**src/rtl/mul_seq_ctrl.sv**
```systemverilog
`default_nettype none
// ============================================================================
// mul_seq_ctrl : T-state strobe sequencer for the aluNacc datapath.
// Optional single-step mode with MULSEQ_STEP_EN.  Rev 1.0
// ============================================================================
module mul_seq_ctrl #(
  parameter int N_BITS = 4,
  parameter int CW     = 4
) (
  input  logic       clk,
  input  logic       clr_n,
`ifdef MULSEQ_STEP_EN
  input  logic       step,
`endif
  input  logic       start,
  input  logic [1:0] op,
  output logic       busy,
  output logic       done,
  output logic       clr,
  output logic       ah_reset,
  output logic       ah_inen,
  output logic [1:0] hs,
  output logic [1:0] ls,
  output logic       s_add,
  output logic       s_sub,
  output logic       s_and,
  output logic       s_mul,
  output logic       acc_oen
);

  localparam logic [3:0] S_IDLE   = 4'd0;
  localparam logic [3:0] S_CLEAR  = 4'd1;
  localparam logic [3:0] S_LOAD_H = 4'd2;
  localparam logic [3:0] S_XFER_L = 4'd3;
  localparam logic [3:0] S_CLR_H  = 4'd4;
  localparam logic [3:0] S_ADD    = 4'd5;
  localparam logic [3:0] S_SHIFT  = 4'd6;
  localparam logic [3:0] S_EXEC   = 4'd7;
  localparam logic [3:0] S_DONE   = 4'd8;

  localparam logic [1:0] OP_ADD = 2'b00;
  localparam logic [1:0] OP_SUB = 2'b01;
  localparam logic [1:0] OP_AND = 2'b10;
  localparam logic [1:0] OP_MUL = 2'b11;

  localparam logic [1:0] HL_HOLD  = 2'b00;
  localparam logic [1:0] HL_SHR   = 2'b01;
  localparam logic [1:0] HL_LOAD  = 2'b11;

  localparam logic [CW-1:0] LAST_ITER = CW'(N_BITS - 1);

  logic [3:0]    state, state_nx;
  logic [CW-1:0] cnt, cnt_nx;
  logic [1:0]    op_q, op_nx;
  logic          advance;

`ifdef MULSEQ_STEP_EN
  assign advance = step;
`else
  assign advance = 1'b1;
`endif

  // IDLE ignores advance so a start request is accepted on any clock.
  always_comb begin
    state_nx = state;
    cnt_nx   = cnt;
    op_nx    = op_q;
    case (state)
      S_IDLE:   if (start) begin
                  op_nx    = op;
                  state_nx = S_CLEAR;
                end
      S_CLEAR:  if (advance) state_nx = S_LOAD_H;
      S_LOAD_H: if (advance) state_nx = (op_q == OP_MUL) ? S_XFER_L : S_EXEC;
      S_XFER_L: if (advance) state_nx = S_CLR_H;
      S_CLR_H:  begin
                  cnt_nx = '0;
                  if (advance) state_nx = S_ADD;
                end
      S_ADD:    if (advance) state_nx = S_SHIFT;
      S_SHIFT:  if (advance) begin
                  cnt_nx   = cnt + CW'(1);
                  state_nx = (cnt == LAST_ITER) ? S_DONE : S_ADD;
                end
      S_EXEC:   if (advance) state_nx = S_DONE;
      S_DONE:   if (advance) state_nx = S_IDLE;
      default:  state_nx = S_IDLE;
    endcase
  end

  // Outputs are decoded from the state being entered, then registered.
  logic       d_busy, d_done, d_clr, d_ah_reset, d_ah_inen, d_acc_oen;
  logic [1:0] d_hs, d_ls;
  logic       d_s_add, d_s_sub, d_s_and, d_s_mul;

  always_comb begin
    d_busy     = (state_nx != S_IDLE);
    d_done     = 1'b0;
    d_clr      = 1'b0;
    d_ah_reset = 1'b0;
    d_ah_inen  = 1'b0;
    d_acc_oen  = 1'b0;
    d_hs       = HL_HOLD;
    d_ls       = HL_HOLD;
    d_s_add    = 1'b0;
    d_s_sub    = 1'b0;
    d_s_and    = 1'b0;
    d_s_mul    = 1'b0;
    case (state_nx)
      S_CLEAR:  d_clr = 1'b1;
      S_LOAD_H: begin
                  d_ah_inen = 1'b1;
                  d_hs      = HL_LOAD;
                end
      S_XFER_L: d_ls = HL_LOAD;
      S_CLR_H:  d_ah_reset = 1'b1;
      S_ADD:    begin
                  d_hs    = HL_LOAD;
                  d_s_mul = 1'b1;
                end
      S_SHIFT:  begin
                  d_hs = HL_SHR;
                  d_ls = HL_SHR;
                end
      S_EXEC:   begin
                  d_hs    = HL_LOAD;
                  d_s_add = (op_nx == OP_ADD);
                  d_s_sub = (op_nx == OP_SUB);
                  d_s_and = (op_nx == OP_AND);
                end
      S_DONE:   begin
                  d_done    = 1'b1;
                  d_acc_oen = 1'b1;
                end
      default:  ;
    endcase
  end

  always_ff @(posedge clk or negedge clr_n) begin
    if (!clr_n) begin
      state    <= S_IDLE;
      cnt      <= '0;
      op_q     <= 2'b00;
      busy     <= 1'b0;
      done     <= 1'b0;
      clr      <= 1'b0;
      ah_reset <= 1'b0;
      ah_inen  <= 1'b0;
      hs       <= HL_HOLD;
      ls       <= HL_HOLD;
      s_add    <= 1'b0;
      s_sub    <= 1'b0;
      s_and    <= 1'b0;
      s_mul    <= 1'b0;
      acc_oen  <= 1'b0;
    end else begin
      state    <= state_nx;
      cnt      <= cnt_nx;
      op_q     <= op_nx;
      busy     <= d_busy;
      done     <= d_done;
      clr      <= d_clr;
      ah_reset <= d_ah_reset;
      ah_inen  <= d_ah_inen;
      hs       <= d_hs;
      ls       <= d_ls;
      s_add    <= d_s_add;
      s_sub    <= d_s_sub;
      s_and    <= d_s_and;
      s_mul    <= d_s_mul;
      acc_oen  <= d_acc_oen;
    end
  end

endmodule
`default_nettype wire

```
**config.mk**
```make
export PLATFORM = sky130hd
export DESIGN_NAME = mul_seq_ctrl
export DESIGN_NICKNAME = d
export VERILOG_FILES = /design/src/rtl/mul_seq_ctrl.sv
export SDC_FILE = /design/constraint.sdc
export NUM_CORES = 1
export LEC_CHECK = 0
export CORE_MARGIN = 5
export CORE_UTILIZATION = 54
export CTS_CLUSTER_SIZE = 16
export DETAILED_ROUTE_END_ITERATION = 16
export PLACE_DENSITY = 0.82
export SLEW_MARGIN = 10
export SYNTH_ARGS = -nofsm -noshare
export SYNTH_HDL_FRONTEND = slang
export SYNTH_SLANG_ARGS = --single-unit
```
**constraint.sdc**
```tcl
create_clock -name clk -period 3.4 [get_ports clk]
set_input_delay 0.85 -clock clk [delete_from_list [all_inputs] [get_ports clk]]
set_output_delay 0.85 -clock clk [all_outputs]
set_load 0.02 [all_outputs]
```
==> flow_summary.ini, run 1 <==
[hold_path]
min_from = cnt[1]
min_to = cnt[1]
hold_class = flip-flop to flip-flop
whs_path_depth = 2

[synth]
syn_avg_cell_area_um2 = 10.4
syn_nets = 106
ys_ff_latch = 23
synth_area_um2 = 1040
ys_seq_area_share_pct = 55.2
yosysWarnings = 0
yosysUniqueCellTypes = 32
synth_cells = 100

[worst_setup_path]
worstPathArrival_ns = 1.26
regToRegStartpoint = cnt[0]
cp_max_fo = 2
setup.worst_path.end_class = primary output
critPathMaxStageDelay_ns = 0.60
critPathSlowestCell = clkdlybuf4s50_1
path_class = flip-flop to primary output
critical_path_buf_inv_count = 1
crit_chain = clkdlybuf4s50_1
r2r_slack_ns = 1.71
r2r_cells = 4
crit_required_ns = 2.55
startpoint_type = flip-flop
crit_family = buffers and inverters
r2r-end = hs[0]

[global_route]
antenna_found_initial = 0
grt_usage_pct = 14.2
grt_pass1_wl_um = 2900
globalRouteOverflowTotal = 0
grt_pass1_vias = 692
grt_max_degree = 24

[pwr]
p_int_uw = 647
total_power_mw = 1.09
power_switching_uw = 442
power_leakage_nw = 0.542
comb_power_share_pct = 43.0
power.density_nw_per_um2 = 882
seqPwrFrac_pct = 45.8
peakVddDrop_v = 0.000371
p_clk_share_pct = 11.1
p_sw_share_pct = 40.6

[cells_and_area]
drive_gt1_share_pct = 6.96
design_area_um2 = 1230
multiInputGateArea_um2 = 397
num-fill-cells = 163
ff_latch_area_um2 = 576
syn2layout_area_growth_pct = 18.3
n_antenna_cell = 0
fin_nets = 122

[drt]
drtIter0Drc = 10
num_vias = 769
drt-total-wl_um = 1830
ant_nets = 0
drt-pass1-iter-count = 4
vias_per_cell = 5.42
wl_per_cell_um = 12.9
drc_errors = 0

[floorplanning]
die_x_um = 54.0
fp.dieH_um = 54.0
dieArea_um2 = 2910
ios = 19
rows = 16
coreArea_um2 = 1900
start_util_pct = 54.9

[sta]
fmax_mhz = 473
finalMaxSlewViolations = 0
final_hold_viol_count = 0
finalSetupTns_ns = 0
worst_slew_pin_slew_ns = 0.993
final.setup.worst_slack_ns = 1.29
min_period_over_period_pct = 62.2
skew_ns = 0.00103
relSlewSlack_pct = 33.6
setup_viol = 0
rsz0062_at_grt = no
fin_crit_ns = 2.11

[outcome]
status = finished, final reports clean

[place]
placed_area_um2 = 1210
pre_cts_ws_ns = 1.28
port_buffers = 18
gp_congestion = 0.806
dpl.hpwl_um = 1330

[clock_tree]
clk_latency_ns = 0.30
clock-sinks = 23
cts_root_buf = clkbuf_4
cts_buffer_depth = 2
cts_buffers = 3
cts_tree = yes
hold_buffers = 0
clk_pin_slew_ns = 0.11
h-tree-depth = 1
cts_resized = 0
cts_setup_buffers = 0

[flow_run]
drv_cap = 0
cell usage after synthesis:
cell type | number | area [um^2]
dfrtp_1 | 23 | 576
nand2_1 | 9 | 33.8
nor2_1 | 9 | 33.8
a21oi_1 | 8 | 40.0
inv_1 | 6 | 22.5
nand3_1 | 5 | 25.0
nand2b_1 | 4 | 25.0
a211o_1 | 3 | 26.3
buf_2 | 3 | 15.0
o21ai_0 | 3 | 15.0
buf_6 | 2 | 22.5
mux2_2 | 2 | 22.5
nand4b_1 | 2 | 17.5
o22ai_1 | 2 | 12.5
or3_1 | 2 | 12.5
a21o_1 | 1 | 7.51
a22o_1 | 1 | 8.76
a32oi_1 | 1 | 8.76
buf_4 | 1 | 7.51
clkbuf_1 | 1 | 3.75
ha_1 | 1 | 12.5
nand3b_1 | 1 | 7.51
nand4_1 | 1 | 6.26
nor2b_1 | 1 | 6.26
nor3_1 | 1 | 5.00
nor3b_1 | 1 | 7.51
nor4_1 | 1 | 6.26
nor4_4 | 1 | 21.3
or2_2 | 1 | 6.26
or3b_1 | 1 | 8.76
or3b_2 | 1 | 8.76
or4bb_1 | 1 | 11.3
worst register-to-register path, stage by stage (launching register included):
cell and delay (ns):
dfrtp_1 0.41, ha_1 0.22, or4bb_1 0.48, a32oi_1 0.32, o22ai_1 0.14
cell families after synthesis:
| kind of cell | after synthesis | share of synthesized area, % |
|---|---|---|
| AOI/OAI and AO/OA | 19 | 11.4 |
| adders and majority gates | 1 | 1.20 |
| buffers and inverters | 13 | 6.83 |
| DFF | 23 | 55.2 |
| muxes | 2 | 2.16 |
| and+or+nand+nor | 42 | 23.3 |
per-layer routing:
| metal | vias up | global-route usage [%] | routed length (um) | share of wire (%) |
|---|---|---|---|---|
| met2 | 18 | 24.4 | 956 | 52 |
| met4 | 0 | 8.94 | 26 | 1.4 |
| met1 | 371 | 16.0 | 769 | 42 |
| met5 | - | 0 | 0 | 0 |
| li1 | 376 | - | - | - |
| met3 | 4 | 2.77 | 73 | 4.0 |
through the flow:
stage	util (%)	instances	hold slack, ns
3_5_place_dp	63.6	138	0.510
3_3_place_gp	63.6	138	0.491
5_1_grt	64.9	142	0.602
2_1_floorplan	-	100	0.472
6_report	64.9	142	0.539
4_1_cts	64.9	142	0.545
worst max-delay path by stage:
stage | cells past startpoint | startpoint | endpoint
after floorplan | 4 | start | state[0]
after global placement | 4 | start | hs[0]
after detailed placement | 4 | start | hs[0]
after CTS | 1 | acc_oen | done
after global routing | 1 | acc_oen | done
final | 1 | acc_oen | done
cell usage in the layout, fill, tap and decap left out, types with 3 or more instances in the layout:
cell type	Yosys	layout
a21oi_1	8	8
clkdlybuf4s50_1	0	18
nand3_1	5	5
nand2b_1	4	4
clkbuf_4	0	3
nor2_1	9	9
a211o_1	3	3
nand2_1	9	9
o21ai_0	3	3
dfrtp_1	23	23
inv_1	6	6
state kept, by name (all words and copies together) (netlist names):
signal	flops
clr	1
op_q	2
s_add	1
state	4
s_and	1
hs	2
ah_inen	1
s_mul	1
busy	1
ls	2
cnt	4
acc_oen	1
ah_reset	1
s_sub	1
cell type report:
class | count | area share, %
Timing Repair Buffer | 18 | 14.6
Tap cell | 27 | 2.74
Inverter | 6 | 1.82
Sequential cell | 23 | 46.6
Multi-Input combinational cell | 64 | 32.1
Clock buffer | 4 | 2.13
power by group through the flow:
stage	Sequential, mW	Clock (mW)	Combinational, mW
after floorplan	0.494	0	0.339
after global placement	0.497	0	0.454
after detailed placement	0.504	0	0.469
after CTS	0.498	0.127	0.472
after global routing	0.515	0.134	0.515
final	0.499	0.121	0.468
Power figures use the tool's default switching activity.
==> run 2: changes to the inputs <==
--- a/config.mk
+++ b/config.mk
@@ -6,10 +6,10 @@
 export NUM_CORES = 1
 export LEC_CHECK = 0
 export CORE_MARGIN = 5
-export CORE_UTILIZATION = 54
+export CORE_UTILIZATION = 45
 export CTS_CLUSTER_SIZE = 16
 export DETAILED_ROUTE_END_ITERATION = 16
-export PLACE_DENSITY = 0.82
+export PLACE_DENSITY = 0.73
 export SLEW_MARGIN = 10
 export SYNTH_ARGS = -nofsm -noshare
 export SYNTH_HDL_FRONTEND = slang
==> constraint.sdc (replaced) <==
create_clock -name clk -period 1.9 [get_ports clk]
set_input_delay 0.475 -clock clk [delete_from_list [all_inputs] [get_ports clk]]
set_output_delay 0.475 -clock clk [all_outputs]
set_load 0.02 [all_outputs]
==> run 2 against run 1 <==
Register-to-register slack lost 1.5 ns. Global-route usage decreased by 2.1 points. Setup slack worse by 1.1 ns. Die area increased by 16%. Critical path type unchanged.
==> flow_summary.ini, run 2 (synthesis gave the netlist of run 1 again) <==
[sta]
holdWs_ns = 0.517
fmax_mhz = 575
relSlewSlack_pct = 69.8
skew_ns = 0.00388
final_hold_viol_count = 0
finalSetupTns_ns = 0
fin_crit_ns = 1.74
worst_slew_pin_slew_ns = 0.453
final.setup.worst_slack_ns = 0.162
finalMaxSlewViolations = 0
rsz0062_at_grt = no
setup_viol = 0
min_period_over_period_pct = 91.5

[place]
pre_cts_ws_ns = 0.111
port_buffers = 18
placed_area_um2 = 1220
post-place-cells = 140
gp_congestion = 0.777
dpl.hpwl_um = 1310

[clock_tree]
clock-sinks = 23
clk_pin_slew_ns = 0.11
cts_root_buf = clkbuf_4
cts_buffers = 3
h-tree-depth = 1
cts_buffer_depth = 2
cts_setup_buffers = 0
clk_latency_ns = 0.30
cts_resized = 0
cts_tree = yes
hold_buffers = 0

[drt]
vias_per_cell = 5.44
wl_per_cell_um = 12.5
drt-total-wl_um = 1800
ant_nets = 0
num_vias = 783
drt-pass1-iter-count = 4
drtIter0Drc = 22
drc_errors = 0

[worst_setup_path]
regToRegStartpoint = cnt[0]
startpoint_type = flip-flop
r2r_slack_ns = 0.22
critical_path_buf_inv_count = 1
setup.worst_path.end_class = primary output
r2r-end = hs[0]
critPathSlowestCell = clkdlybuf4s50_1
critPathMaxStageDelay_ns = 0.60
crit_required_ns = 1.42
crit_family = buffers and inverters
crit_path_start = acc_oen
path_class = flip-flop to primary output
crit_chain = clkdlybuf4s50_1
worstPathArrival_ns = 1.26
r2r_cells = 4
cp_max_fo = 2

[cells_and_area]
n_antenna_cell = 0
fin_nets = 123
final_cell_mix = 23 x dfrtp_1, 18 x clkdlybuf4s50_1, 9 x nor2_1, 9 x nand2_1, 8 x a21oi_1
drive_gt1_share_pct = 7.76
utilization_pct = 56.2
syn2layout_area_growth_pct = 19.2
final_common_cell = dfrtp_1
fin_cells = 144
design_area_um2 = 1240
reg_top3 = cnt x4, state x4

[pwr]
power_leakage_nw = 0.546
power.density_nw_per_um2 = 1560
peakVddDrop_v = 0.000742
total_power_mw = 1.94

[flow_run]
drv_cap = 0

[floorplanning]
rows = 17
start_util_pct = 47.2
ios = 19
die_x_um = 58.2
fp.dieH_um = 58.2
coreArea_um2 = 2210
dieArea_um2 = 3380

[global_route]
grt_pass1_vias = 742
grt_pass1_wl_um = 3130
globalRouteOverflowTotal = 0
antenna_found_initial = 0
grt_max_degree = 24
grt_usage_pct = 12.1

[hold_path]
hold_class = input pin to asynchronous set/reset pin

[outcome]
status = finished, final reports clean
[run 2: changes by cell type in the layout (fill, tap and decap cells not counted)]
cell | previous run | this run
buf_4 | 0 | 1
[run 2: where the power goes]
part           switching, mW  internal [mW]
clock network          0.130         0.0817
logic                  0.429          0.407
registers              0.225          0.670
total                  0.784           1.16
[run 2: area by class of cell]
type | count | area [um^2]
sequential | 23 | 576
clock buffer | 4 | 26.3
multi-input combinational | 64 | 397
timing repair buffer | 19 | 188
inverter | 6 | 22.5
tap | 28 | 35.0
fill | 210 | 968
[run 2: worst max path at each step]
stage / to / slack (ns) / depth (start not counted)
2_1_floorplan: hs[0] / 0.40 / 4
3_3_place_gp: state[0] / 0.19 / 4
3_5_place_dp: state[0] / 0.11 / 4
4_1_cts: acc_oen / 0.13 / 1
5_1_grt: acc_oen / 0.09 / 1
6_report: acc_oen / 0.16 / 1
[run 2: metal layers]
layer	share of wire [%]	vias up	track usage [%]
met5	0	-	0
met4	1.9	0	4.97
met3	5.2	4	2.67
met2	52	23	21.5
met1	41	378	14.1
li1	-	378	-
